**config.mk**
```make
export PLATFORM = sky130hd
export DESIGN_NAME = store_drain
export DESIGN_NICKNAME = d
export VERILOG_FILES = /design/src/rtl/store_drain.sv
export SDC_FILE = /design/constraint.sdc
export NUM_CORES = 1
export LEC_CHECK = 0
export BUFFER_PORTS_ARGS = -buffer_cell sky130_fd_sc_hd__buf_2
export CORE_MARGIN = 2
export CORE_UTILIZATION = 51
export CTS_BUF_LIST = sky130_fd_sc_hd__clkbuf_8
export DETAILED_ROUTE_END_ITERATION = 7
export PLACE_DENSITY = 0.95
export SKIP_LAST_GASP = 1
export SLEW_MARGIN = 20
export SYNTH_ARGS = -nofsm -noshare
export SYNTH_HDL_FRONTEND = slang
export SYNTH_SLANG_ARGS = --single-unit
```
**constraint.sdc**
```tcl
create_clock -name i_clk -period 3.9 [get_ports i_clk]
set_clock_uncertainty 0.2 [all_clocks]
set_input_delay 0.78 -clock i_clk [delete_from_list [all_inputs] [get_ports i_clk]]
set_output_delay 0.78 -clock i_clk [all_outputs]
set_load 0.05 [all_outputs]
```
**src/rtl/store_drain.sv**
```systemverilog
// store_drain: drains the committed head of the store queue to memory.
// Squashed heads are discarded, misaligned committed stores raise a
// one-cycle exception pulse, aligned ones become a single write request.
// Optional drained-store counter: define STORE_DRAIN_STATS_EN.
module store_drain #(
    parameter int WIDTH_TAG  = 5,
    parameter int WIDTH_ADDR = 32,
    parameter int WIDTH_DATA = 4 + WIDTH_ADDR + WIDTH_TAG
) (
    input  logic                  i_clk,
    input  logic                  i_rst_n,
    input  logic [WIDTH_DATA-1:0] i_entry,
    input  logic                  i_empty,
    output logic                  o_re,
    input  logic [31:0]           i_data,
    input  logic [1:0]            i_size,
    input  logic                  i_data_val,
    output logic                  o_data_re,
    output logic                  o_mem_req,
    output logic [WIDTH_ADDR-1:0] o_mem_addr,
    output logic [31:0]           o_mem_data,
    output logic [3:0]            o_mem_mask,
    input  logic                  i_mem_ack,
`ifdef STORE_DRAIN_STATS_EN
    output logic [15:0]           o_drained,
`endif
    output logic                  o_exc,
    output logic [WIDTH_TAG-1:0]  o_exc_tag
);

    // Entry field positions, LSB upwards: aval, tag, V, addr, val, A.
    localparam int AVAL_BIT = 0;
    localparam int TAG_LSB  = 1;
    localparam int V_BIT    = WIDTH_TAG + 1;
    localparam int ADDR_LSB = WIDTH_TAG + 2;
    localparam int VAL_BIT  = WIDTH_TAG + WIDTH_ADDR + 2;
    localparam int A_BIT    = WIDTH_TAG + WIDTH_ADDR + 3;

    typedef enum logic [1:0] {IDLE, REQ, POP} state_t;

    state_t                state_q, state_d;
    logic                  re_q, re_d;
    logic                  req_q, req_d;
    logic                  exc_q, exc_d;
    logic [WIDTH_TAG-1:0]  exc_tag_q, exc_tag_d;
    logic [WIDTH_ADDR-1:0] addr_q, addr_d;
    logic [31:0]           data_q, data_d;
    logic [3:0]            mask_q, mask_d;

    logic                  e_a, e_val, e_v, e_aval;
    logic [WIDTH_ADDR-1:0] e_addr;
    logic [WIDTH_TAG-1:0]  e_tag;
    logic                  aligned;
    logic [3:0]            lane_mask;
    logic [31:0]           lane_data;

    assign e_a    = i_entry[A_BIT];
    assign e_val  = i_entry[VAL_BIT];
    assign e_v    = i_entry[V_BIT];
    assign e_aval = i_entry[AVAL_BIT];
    assign e_addr = i_entry[ADDR_LSB +: WIDTH_ADDR];
    assign e_tag  = i_entry[TAG_LSB +: WIDTH_TAG];

    // Alignment, byte-enable mask and lane-replicated data for the head store.
    always_comb begin
        aligned   = 1'b0;
        lane_mask = 4'b0000;
        lane_data = i_data;
        unique case (i_size)
            2'b00: begin
                aligned   = 1'b1;
                lane_mask = 4'b0001 << e_addr[1:0];
                lane_data = {4{i_data[7:0]}};
            end
            2'b01: begin
                aligned   = ~e_addr[0];
                lane_mask = 4'b0011 << e_addr[1:0];
                lane_data = {2{i_data[15:0]}};
            end
            2'b10: begin
                aligned   = (e_addr[1:0] == 2'b00);
                lane_mask = 4'b1111;
                lane_data = i_data;
            end
            default: aligned = 1'b0;
        endcase
    end

    // Next state plus next values of every registered output.
    always_comb begin
        state_d   = state_q;
        addr_d    = addr_q;
        data_d    = data_q;
        mask_d    = mask_q;
        exc_tag_d = exc_tag_q;
        exc_d     = 1'b0;
        unique case (state_q)
            IDLE: begin
                if (!i_empty && e_a) begin
                    if (!e_val) begin
                        state_d = POP;
                    end else if (e_v && e_aval && i_data_val) begin
                        if (aligned) begin
                            state_d = REQ;
                            addr_d  = {e_addr[WIDTH_ADDR-1:2], 2'b00};
                            data_d  = lane_data;
                            mask_d  = lane_mask;
                        end else begin
                            state_d   = POP;
                            exc_d     = 1'b1;
                            exc_tag_d = e_tag;
                        end
                    end
                end
            end
            REQ:     if (i_mem_ack) state_d = POP;
            POP:     state_d = IDLE;
            default: state_d = IDLE;
        endcase
        re_d  = (state_d == POP);
        req_d = (state_d == REQ);
    end

    // State and registered outputs; reset clears everything at once.
    always_ff @(posedge i_clk or negedge i_rst_n) begin
        if (!i_rst_n) begin
            state_q   <= IDLE;
            re_q      <= 1'b0;
            req_q     <= 1'b0;
            exc_q     <= 1'b0;
            exc_tag_q <= '0;
            addr_q    <= '0;
            data_q    <= '0;
            mask_q    <= '0;
        end else begin
            state_q   <= state_d;
            re_q      <= re_d;
            req_q     <= req_d;
            exc_q     <= exc_d;
            exc_tag_q <= exc_tag_d;
            addr_q    <= addr_d;
            data_q    <= data_d;
            mask_q    <= mask_d;
        end
    end

`ifdef STORE_DRAIN_STATS_EN
    logic [15:0] drained_q;
    // Count stores that memory accepted; wraps naturally.
    always_ff @(posedge i_clk or negedge i_rst_n) begin
        if (!i_rst_n)                         drained_q <= '0;
        else if (state_q == REQ && i_mem_ack) drained_q <= drained_q + 16'd1;
    end
    assign o_drained = drained_q;
`endif

    assign o_re       = re_q;
    assign o_data_re  = re_q;
    assign o_mem_req  = req_q;
    assign o_mem_addr = addr_q;
    assign o_mem_data = data_q;
    assign o_mem_mask = mask_q;
    assign o_exc      = exc_q;
    assign o_exc_tag  = exc_tag_q;

endmodule

```
==> run metrics <==
Int Pwr=between 1000 and 1500 µW; share of cells above drive strength 1=0.519; number of port buffers=between 150 and 200; Non-Filler Instances=roughly 500; Power, Total=between 2000 and 2500 µW; Antenna diodes=0; PD cells=about 530 nW/µm²; placed cells=between 400 and 500; Syn-to-layout area delta=31.3%; syn_area_per_cell=~12 µm²; grt met1 use=0.263; Reg clk slew, reported paths=around 0.08 ns; switching power=~820 µW; DP HPWL=5.40 mm; Worst Setup Start Kind=input port; DR vias/cell=~5.1; H-tree depth=3; met2 usage=0.361; drt wl/cell=between 15 and 20 µm; Final setup viols=0; max cap viols=0; status=finished, final reports clean; DRT Wirelength=around 7.5 mm; Clock power frac=0.291; Final Max Slew Viols=0; CP max FO=60; CTS hold repair buffers=0; first-pass GRT wire length=between 10 and 15 mm; # rows=29; root buffer cell=clkbuf_8; top cells by area, synth=dfrtp_1, mux2_2, mux2i_1; aggregate global-route resource usage=0.215; Placeable Area=6240 µm²; Leakage Power=0.00240 µW; Comb pwr share=0.293; RSZ-0062 raised after global routing=false; final net count=493; number of synthesized flops with an enable pin=0; switching part of the total=0.364; via count=between 2k and 3k; CP Cell Sequence=buf_2 -> a21oi_1 -> o2111ai_4 -> buf_4 -> mux2_2; Mapped Cells=approximately 260; largest stage delay on the critical path=between 0.4 and 0.5 ns; Critical Path Stages=5; final setup TNS=0 ns; CTS tree=yes; setup bufs post-CTS=0; count leader, synth=dfrtp_1; Min-Delay Path Class=flip-flop to flip-flop; Netlist Area Pre-Place=roughly 3200 µm²; gr busiest metal=met2; vias in the first global route=roughly 2.5k; cell taking the most area after synthesis=dfrtp_1; fin crit share=0.673; synthesized flop and latch total=between 70 and 80; actual slew at the worst max-slew pin=about 0.93 ns; Reg power frac=0.416; Initial Utilization=0.519; Max Clock Freq=0.381 GHz; Max VDD drop=around 0.32 mV; post-synthesis sequential area ratio=0.587; Initial DRT Pass Iterations=7; crit path DAT=2.65 ns; CTS sink count=76; initial antenna violation count=0; WHS Path Cells=2; number of buffers and inverters on the critical path=2; total grt overflow=0; Final ANT Viol Nets=0; largest net degree at the start of global routing=77; Setup crit end kind=flip-flop; Die X=around 84 µm; maximum root-to-sink buffer count=2; post-cts resize count=0; total CTS buffers=9; GRT met3 Usage=0.0643; CP required=approximately 3.9 ns; top cells by count, synth=dfrtp_1, mux2_2, nand2_1, o21ai_0, mux2i_1; top cell type's share of synthesized area=0.587; Slew HR=0.382; dominant synthesized flop cell=dfrtp_1; CP delay by family, top=buffers and inverters; crit path max-delay cell type=buf_4; Netlist cell types=25; die height=approximately 84 µm; Post-synth ARST share=1.00; Ports=about 160; Fin. Hold Viols=0; RePlAce Congestion=0.855; Iteration-0 DRC Markers=between 100 and 150; Warnings, synthesis=0; path depth of the worst reg2reg path=4; DRC Markers=0; Setup CP Type=input port to flip-flop; Clk Latency, worst-skew pair=0.34 ns; Tmin final=2.63 ns; die area=7010 µm²
[flip-flops by register name (all words and copies together) (netlist names)]
signal and count:
o_data_re 1, o_exc 1, o_exc_tag 5, o_mem_addr 30, o_mem_data 32, o_mem_mask 4
o_mem_req 1, state_q 2
[stage by stage]
stage / cell area [µm²] / util / hold slack [ns] / setup WS, ns
2_1_floorplan: 3250 / - / 0.284 / 1.58
3_3_place_gp: 4040 / 0.647 / 0.257 / 1.01
3_5_place_dp: 4040 / 0.647 / 0.266 / 0.949
4_1_cts: 4260 / 0.682 / 0.285 / 1.32
5_1_grt: 4260 / 0.682 / 0.311 / 1.16
6_report: 4260 / 0.682 / 0.282 / 1.27
[final timing paths]
path	startpoint	to	slack [ns]
max	i_size[1]	o_mem_addr[29]	1.27
min	o_mem_data[25]	o_mem_data[25]	0.28
max reg2reg	state_q[0]	o_exc_tag[4]	1.81
min reg2reg	o_mem_data[25]	o_mem_data[25]	0.28
max in group asynchronous	i_rst_n	o_exc	2.52
min in group asynchronous	i_rst_n	o_mem_data[26]	0.37
[tightest hold or removal path: cells and delay by family, from the launching register on]
| kind | cells | cell delay (ns) |
|---|---|---|
| AO/OA/AOI/OAI | 1 | 0.06 |
| flip-flops | 1 | 0.35 |
| AND/OR/NAND/NOR | 1 | 0.04 |
[kinds of logic (layout without fill, tap and decap cells)]
group / Yosys count / in the layout / share of synthesized area
other: 1 / 2 / 0.00116
muxes: 67 / 67 / 0.226
buffers and inverters: 20 / 173 / 0.0332
AOI/OAI and AO/OA: 46 / 46 / 0.0764
DFF: 76 / 76 / 0.587
and+or+nand+nor: 54 / 54 / 0.0768
[power groups by stage]
stage	sequential [µW]	clock (µW)	combinational, µW
floorplan	1290	0	125
detailed placement	949	0	660
global route	945	704	688
CTS	935	667	662
finish	934	653	657
global placement	943	0	647
[cells in the final DEF (no fill, tap or decap), drive strengths merged]
cell / count
buf: 156
dfrtp: 76
mux2: 43
nand2: 30
o21ai: 30
mux2i: 24
nor2: 14
a21oi: 12
clkbuf: 10
inv: 3
nor3: 3
nand3: 2
o31ai: 2
nor2b: 2
conb: 2
bufinv: 2
nor4b: 1
and3: 1
o2111ai: 1
nand2b: 1
a22oi: 1
clkinvlp: 1
clkinv: 1
[layout make-up]
type	instances	area, µm²
fillers	509	1990
clock buffers	10	138
well taps	77	96.3
multi-input cells	169	1250
flip-flops and latches	76	1900
inverters	1	3.75
clock inverters	6	80.1
repair buffers	156	788
[per-layer routing]
metal | vias to the layer above | wire length, µm
li1 | 1207 | -
met1 | 1218 | 3000
met2 | 103 | 3760
met3 | 11 | 570
met4 | 0 | 138
met5 | - | 0
Note: power is estimated with default switching activity, not from simulation.
